File: src/rtl/mdu_pkg.sv
// Shared definitions for the iterative multiply/divide unit: RISC-V M-extension
// function codes, FSM state encodings and operand signedness lookup.
package mdu_pkg;

  localparam logic [2:0] FN_MUL    = 3'd0;
  localparam logic [2:0] FN_MULH   = 3'd1;
  localparam logic [2:0] FN_MULHSU = 3'd2;
  localparam logic [2:0] FN_MULHU  = 3'd3;
  localparam logic [2:0] FN_DIV    = 3'd4;
  localparam logic [2:0] FN_DIVU   = 3'd5;
  localparam logic [2:0] FN_REM    = 3'd6;
  localparam logic [2:0] FN_REMU   = 3'd7;

  localparam logic [1:0] ST_IDLE = 2'd0;
  localparam logic [1:0] ST_BUSY = 2'd1;
  localparam logic [1:0] ST_DONE = 2'd2;

  // operand_idx 0 selects rs1, 1 selects rs2. MUL is treated as signed; its
  // low product half is identical either way.
  function automatic logic is_signed_op(input logic [2:0] fn, input logic operand_idx);
    case (fn)
      FN_MUL, FN_MULH, FN_DIV, FN_REM: return 1'b1;
      FN_MULHSU:                       return ~operand_idx;
      default:                         return 1'b0;
    endcase
  endfunction

endpackage

File: src/rtl/mdu_sign_fix.sv
// Conditional two's-complement negation, used to take operand magnitudes and
// to restore the sign of finished results.
module mdu_sign_fix #(
  parameter int W = 32
) (
  input  logic [W-1:0] val,
  input  logic         neg,
  output logic [W-1:0] res
);

  assign res = neg ? (~val + W'(1)) : val;

endmodule

File: src/rtl/mul_div_iter.sv
// Iterative RV32M/RV64M multiply/divide unit: one radix-2 step per cycle on
// operand magnitudes, with a one-cycle fast path for divide special cases.
module mul_div_iter
  import mdu_pkg::*;
#(
  parameter int XLEN  = 32,
  parameter int TAG_W = 5
) (
  input  logic             clock,
  input  logic             reset_n,
  input  logic             io_req_valid,
  output logic             io_req_ready,
  input  logic [2:0]       io_req_fn,
  input  logic [XLEN-1:0]  io_req_in1,
  input  logic [XLEN-1:0]  io_req_in2,
  input  logic [TAG_W-1:0] io_req_tag,
  input  logic             io_kill,
  output logic             io_resp_valid,
  input  logic             io_resp_ready,
  output logic [XLEN-1:0]  io_resp_data,
  output logic [TAG_W-1:0] io_resp_tag,
  output logic [1:0]       io_dbg_state
);

  // Handshake: a transfer happens on a rising edge where valid and ready are
  // both high. io_kill overrides both request acceptance and response transfer.

  localparam int CNT_W = $clog2(XLEN);
  localparam logic [XLEN-1:0] MOST_NEG = {1'b1, {(XLEN-1){1'b0}}};

  if (XLEN != 32 && XLEN != 64) begin : g_bad_xlen
    $error("mul_div_iter: XLEN must be 32 or 64");
  end

  logic [1:0]        state;
  logic [CNT_W-1:0]  cnt;
  logic [2:0]        fn_q;
  logic [TAG_W-1:0]  tag_q;
  logic              neg_q;
  logic              neg_r;
  logic [XLEN-1:0]   b_mag;
  logic [2*XLEN-1:0] acc;
  logic [XLEN-1:0]   rem;
  logic [XLEN-1:0]   resp_data_q;

  // Operand capture
  logic            s1, s2;
  logic [XLEN-1:0] a_mag_in, b_mag_in;
  logic            accept, div_zero, div_ovf;
  logic [XLEN-1:0] special_data;

  assign s1 = is_signed_op(io_req_fn, 1'b0) & io_req_in1[XLEN-1];
  assign s2 = is_signed_op(io_req_fn, 1'b1) & io_req_in2[XLEN-1];

  mdu_sign_fix #(.W(XLEN)) u_fix_a (.val(io_req_in1), .neg(s1), .res(a_mag_in));
  mdu_sign_fix #(.W(XLEN)) u_fix_b (.val(io_req_in2), .neg(s2), .res(b_mag_in));

  assign accept   = io_req_valid & io_req_ready & ~io_kill;
  assign div_zero = io_req_fn[2] & (io_req_in2 == '0);
  assign div_ovf  = io_req_fn[2] & ~io_req_fn[0] & (io_req_in1 == MOST_NEG) & (io_req_in2 == '1);

  // fn[1] separates REM/REMU from DIV/DIVU
  always_comb begin
    special_data = '0;
    if (div_zero)     special_data = io_req_fn[1] ? io_req_in1 : '1;
    else if (div_ovf) special_data = io_req_fn[1] ? '0 : io_req_in1;
  end

  // One iteration step
  logic [XLEN:0]     mul_sum;
  logic [XLEN:0]     div_shift;
  logic              div_ge;
  logic [2*XLEN-1:0] acc_nxt;
  logic [XLEN-1:0]   rem_nxt;

  always_comb begin
    mul_sum   = {1'b0, acc[2*XLEN-1:XLEN]} + (acc[0] ? {1'b0, b_mag} : '0);
    div_shift = {rem, acc[XLEN-1]};
    div_ge    = div_shift >= {1'b0, b_mag};
    acc_nxt   = acc;
    rem_nxt   = rem;
    if (fn_q[2]) begin
      rem_nxt = div_ge ? XLEN'(div_shift - {1'b0, b_mag}) : div_shift[XLEN-1:0];
      acc_nxt = {acc[2*XLEN-1:XLEN], acc[XLEN-2:0], div_ge};
    end else begin
      acc_nxt = {mul_sum, acc[XLEN-1:1]};
    end
  end

  // Result finalisation from the last step's values
  logic [2*XLEN-1:0] prod_fixed;
  logic [XLEN-1:0]   div_raw, div_fixed, final_data;

  assign div_raw = fn_q[1] ? rem_nxt : acc_nxt[XLEN-1:0];

  mdu_sign_fix #(.W(2*XLEN)) u_fix_prod (.val(acc_nxt), .neg(neg_q), .res(prod_fixed));
  mdu_sign_fix #(.W(XLEN)) u_fix_div (
    .val(div_raw), .neg(fn_q[1] ? neg_r : neg_q), .res(div_fixed)
  );

  always_comb begin
    final_data = prod_fixed[2*XLEN-1:XLEN];
    if (fn_q[2])              final_data = div_fixed;
    else if (fn_q == FN_MUL)  final_data = prod_fixed[XLEN-1:0];
  end

  always_ff @(posedge clock or negedge reset_n) begin
    if (!reset_n) begin
      state       <= ST_IDLE;
      cnt         <= '0;
      fn_q        <= '0;
      tag_q       <= '0;
      neg_q       <= 1'b0;
      neg_r       <= 1'b0;
      b_mag       <= '0;
      acc         <= '0;
      rem         <= '0;
      resp_data_q <= '0;
    end else begin
      case (state)
        ST_IDLE: begin
          if (accept) begin
            fn_q  <= io_req_fn;
            tag_q <= io_req_tag;
            neg_q <= s1 ^ s2;
            neg_r <= s1;
            b_mag <= b_mag_in;
            acc   <= {{XLEN{1'b0}}, a_mag_in};
            rem   <= '0;
            cnt   <= CNT_W'(XLEN-1);
            if (div_zero || div_ovf) begin
              resp_data_q <= special_data;
              state       <= ST_DONE;
            end else begin
              state <= ST_BUSY;
            end
          end
        end
        ST_BUSY: begin
          if (io_kill) begin
            state <= ST_IDLE;
          end else begin
            acc <= acc_nxt;
            rem <= rem_nxt;
            cnt <= cnt - CNT_W'(1);
            if (cnt == '0) begin
              resp_data_q <= final_data;
              state       <= ST_DONE;
            end
          end
        end
        ST_DONE: begin
          if (io_kill || io_resp_ready) state <= ST_IDLE;
        end
        default: state <= ST_IDLE;
      endcase
    end
  end

  assign io_req_ready  = (state == ST_IDLE);
  assign io_resp_valid = (state == ST_DONE);
  assign io_resp_data  = resp_data_q;
  assign io_resp_tag   = tag_q;
  assign io_dbg_state  = state;

endmodule

File: config.mk
export PLATFORM = sky130hd
export DESIGN_NAME = mul_div_iter
export DESIGN_NICKNAME = d
export VERILOG_FILES = /design/src/rtl/mdu_pkg.sv /design/src/rtl/mdu_sign_fix.sv /design/src/rtl/mul_div_iter.sv
export SDC_FILE = /design/constraint.sdc
export NUM_CORES = 1
export LEC_CHECK = 0
export ABC_AREA = 1
export CORE_ASPECT_RATIO = 0.75
export CORE_MARGIN = 10
export CORE_UTILIZATION = 46
export CTS_CLUSTER_SIZE = 16
export DETAILED_ROUTE_END_ITERATION = 8
export SYNTH_ARGS = -nofsm -noshare
export SYNTH_HDL_FRONTEND = slang
export SYNTH_SLANG_ARGS = --single-unit
File: constraint.sdc
create_clock -name clock -period 3.9 [get_ports clock]
set_input_delay 1.17 -clock clock [delete_from_list [all_inputs] [get_ports clock]]
set_output_delay 1.17 -clock clock [all_outputs]
set_load 0.02 [all_outputs]
==> results.json <==
{
  "yosysWarnings": 0,
  "grt_usage_pct": 34.9,
  "ys_types": 60,
  "synth_cells": 3402,
  "gp_congestion": 1.07,
  "root_buffer": "clkbuf_16",
  "dr.pass1.iters": 7,
  "antenna-diode-count": 0,
  "vdd_drop_max_mv": 0.637,
  "synth_edf_count": 0,
  "pre_cts_slack_ns": -0.447,
  "tightest_slew_ns": 1.13,
  "cp_common_cell": "nand2_1",
  "yosysTopAreaCellShare_pct": 22.6,
  "fin_ws_ns": 0.0536,
  "powerDensity_mw_per_mm2": 1080,
  "fillers": 4039,
  "syn_area_per_cell_um2": 5.77,
  "p_leak_uw": 0.0134,
  "fmax_mhz": 260,
  "ant_nets": 0,
  "cpPeakStageDelay_ns": 0.46,
  "cp-end-kind": "flip-flop",
  "num_io_pins": 118,
  "first_iter_violations": 3359,
  "drc_errors": 0,
  "synth-simple-area-share_pct": 40.7,
  "outcome": "completed",
  "synthAdderAreaFrac_pct": 4.67,
  "rsz0062_at_grt": "yes",
  "numCtsBuffers": 17,
  "finalSetupViolCount": 0,
  "crit_type": "flip-flop to flip-flop",
  "dp_hpwl_mm": 74.9,
  "grt_pass1_vias": 22900,
  "intPower_uw": 12200,
  "combPwrFrac_pct": 81.3,
  "vias": 25400,
  "drive_gt1_share_pct": 21.6,
  "grt_use_met1_pct": 49.5,
  "path_clk_slew_ns": 0.08,
  "clock_latency_ns": 0.49,
  "fin_nets": 4030,
  "synth_compound_area_share_pct": 15.9,
  "grt_max_degree": 82,
  "path_cells": "ha_1 > a21oi_1 > nand2_1 > a21oi_1 > nand2_1 > nor2_4 > nand2_8 > inv_4 > nand2_2 > o21ai_4 > buf_6 > nand3_4 > nor2_4 > nor2_2 > buf_4 > nand2_1 > nand3_1 > o31ai_2 > nand2_1 > nand3_1 > a31oi_1",
  "critPathMaxFanout": 8,
  "maxSlewHeadroom_pct": 23.9,
  "antenna_found_initial": 2,
  "globalRouteMet3Util_pct": 11.5,
  "fin_crit_sh_pct": 98.6,
  "gr-total-overflow": 0,
  "numPortBuffers": 117,
  "start_util_pct": 46.6,
  "synth_area_mm2": 0.0196,
  "routedWlPerCell_um": 21.0,
  "cts_tree": "built",
  "grt_busiest_layer": "met2",
  "grt_util_met2_pct": 49.8,
  "hold_path.class": "flip-flop to flip-flop",
  "area_growth_pct": 34.7,
  "r2r-start": "rem[27]",
  "clock_power_share_pct": 6.4,
  "crit_start": "rem[27]",
  "die_w_um": 258,
  "ys_top_cells_by_count": "nand2_1, inv_1, nor2_1",
  "dp_cells": 4411,
  "synthesis.nets": 3551,
  "synth_area_leaders": "dfrtp_1, nand2_1, inv_1, nand3_1, o21ai_0",
  "worstPathRequired_ns": 4.25,
  "finalWirelength_mm": 93.9,
  "die_h_um": 199,
  "final_cells": 4463,
  "synth-seq-cells": 177,
  "ys_async_sr_fraction_pct": 100,
  "finClkSkew_ns": 0.0255,
  "grt_pass1_wl_mm": 137,
  "period_minus_slack_ns": 3.85,
  "synth_top_cell_by_area": "dfrtp_1",
  "core_mm2": 0.0421,
  "cp-start-kind": "flip-flop",
  "p_sw_uw": 16400,
  "ctsLongestPathBuffers": 2,
  "slowest_stage": "dfrtp_1",
  "switching_share_pct": 57.3,
  "yosysSeqAreaShare_pct": 22.6,
  "cap_violations": 0,
  "drv_slew": 0,
  "ctsHtreeMaxLevel": 4,
  "finalHoldViolCount": 0,
  "die_area_mm2": 0.0514,
  "viasPerCell": 5.69,
  "cp_data_arrival_time_ns": 4.20,
  "cts.sinks": 177,
  "pwr-share-seq_pct": 12.2,
  "min_from": "io_resp_data[14]",
  "yosys.area_share.xor_xnor_pct": 3.48,
  "rows": 65,
  "ys.flop_type": "dfrtp_1",
  "synth_mux_area_share_pct": 0,
  "synth_top_family_by_area": "simple AND/OR/NAND/NOR gates",
  "synth.most_common_cell": "nand2_1"
}
==> worst max-delay path: cells and delay by family, from the launching register on <==
family                   cells  cell delay, ns
flip-flops                   1            0.46
buffers and inverters        3            0.38
AND/OR/NAND/NOR             12            1.62
adder cells (fa/ha/maj)      1            0.37
AO/OA/AOI/OAI                5            0.87
==> stage by stage <==
step                instance area, um2  setup TNS [ns]  total power [uW]  util [%]  hold WS, ns
floorplan                        19600               0             14600         -        0.451
global placement                 24500          -15.29             23800      58.0        0.462
detailed placement               24500          -13.29             24000      58.0        0.465
CTS                              25100               0             26100      59.7        0.493
global route                     26400          -0.576             30400      62.7        0.525
finish                           26400               0             28700      62.7        0.492
==> layout by cell type, fill, tap and decap left out, drive strengths merged, types with 12 or more instances in the layout <==
master / Yosys / final
xor2: 55 / 55
clkdlybuf4s50: 0 / 116
o22ai: 13 / 13
o21ai: 302 / 302
inv: 494 / 500
dfrtp: 177 / 177
nor3: 64 / 64
nand3b: 19 / 19
xnor2: 23 / 23
buf: 44 / 469
clkinv: 4 / 12
nand3: 313 / 313
a21oi: 195 / 195
nand2: 1079 / 1079
o211ai: 20 / 20
ha: 70 / 70
clkbuf: 82 / 18
nand4: 49 / 49
nor2: 332 / 332
==> path summary, 6_finish.rpt <==
kind / to / slack [ns] / cells after the start
worst max-delay path: io_resp_data[6] / 0.05 / 21
worst min-delay path: io_resp_data[14] / 0.49 / 2
worst max register to register: io_resp_data[6] / 0.05 / 21
worst min register to register: io_resp_data[14] / 0.49 / 2
max in group asynchronous: acc[0] / 2.28 / 2
min in group asynchronous: b_mag[22] / 0.74 / 1
==> power groups by stage <==
stage                     registers [uW]  logic (uW)  clock network [uW]
after floorplan                     3270       11300                   0
after global placement              3410       20400                   0
after detailed placement            3430       20600                   0
after CTS                           3410       20800                1840
after global routing                3550       25000                1910
final                               3510       23300                1840
==> cells by family (layout without fill, tap and decap cells) <==
kind of cell / Yosys count / in the layout
AOI/OAI and AO/OA: 577 / 577
DFF: 177 / 177
buffers and inverters: 624 / 1116
adders and majority gates: 72 / 72
xor gates and xnor gates: 78 / 78
and+or+nand+nor: 1874 / 1874
==> layout make-up <==
class / count / area (um2) / share of cell area (%)
multi-input combinational: 2601 / 13900 / 52.6
inverter: 498 / 1870 / 7.08
tap: 569 / 712 / 2.69
clock inverter: 15 / 185 / 0.701
timing repair buffer: 586 / 4870 / 18.4
sequential: 177 / 4460 / 16.9
clock buffer: 17 / 425 / 1.61
==> state kept, by name, summed over array words and instances (netlist names) <==
name / count
acc: 64
neg_r: 1
io_dbg_state: 2
io_resp_data: 32
neg_q: 1
fn_q: 3
io_resp_tag: 5
b_mag: 32
rem: 32
cnt: 5
==> metal layers <==
| metal | wire length [um] | vias to the layer above |
|---|---|---|
| met2 | 37900 | 1479 |
| met3 | 12500 | 164 |
| met1 | 41300 | 11800 |
| li1 | - | 11900 |
| met5 | 0 | - |
| met4 | 2220 | 0 |
==> repair_timing <==
| action | CTS | global route |
|---|---|---|
| resized for setup | 25 | 296 |
| setup buffers | 2 | 18 |
| setup endpoints to repair | 21 | 39 |
| pin swaps | 2 | 42 |
| hold buffers | 0 | 0 |
Note: power is estimated with default switching activity, not from simulation.
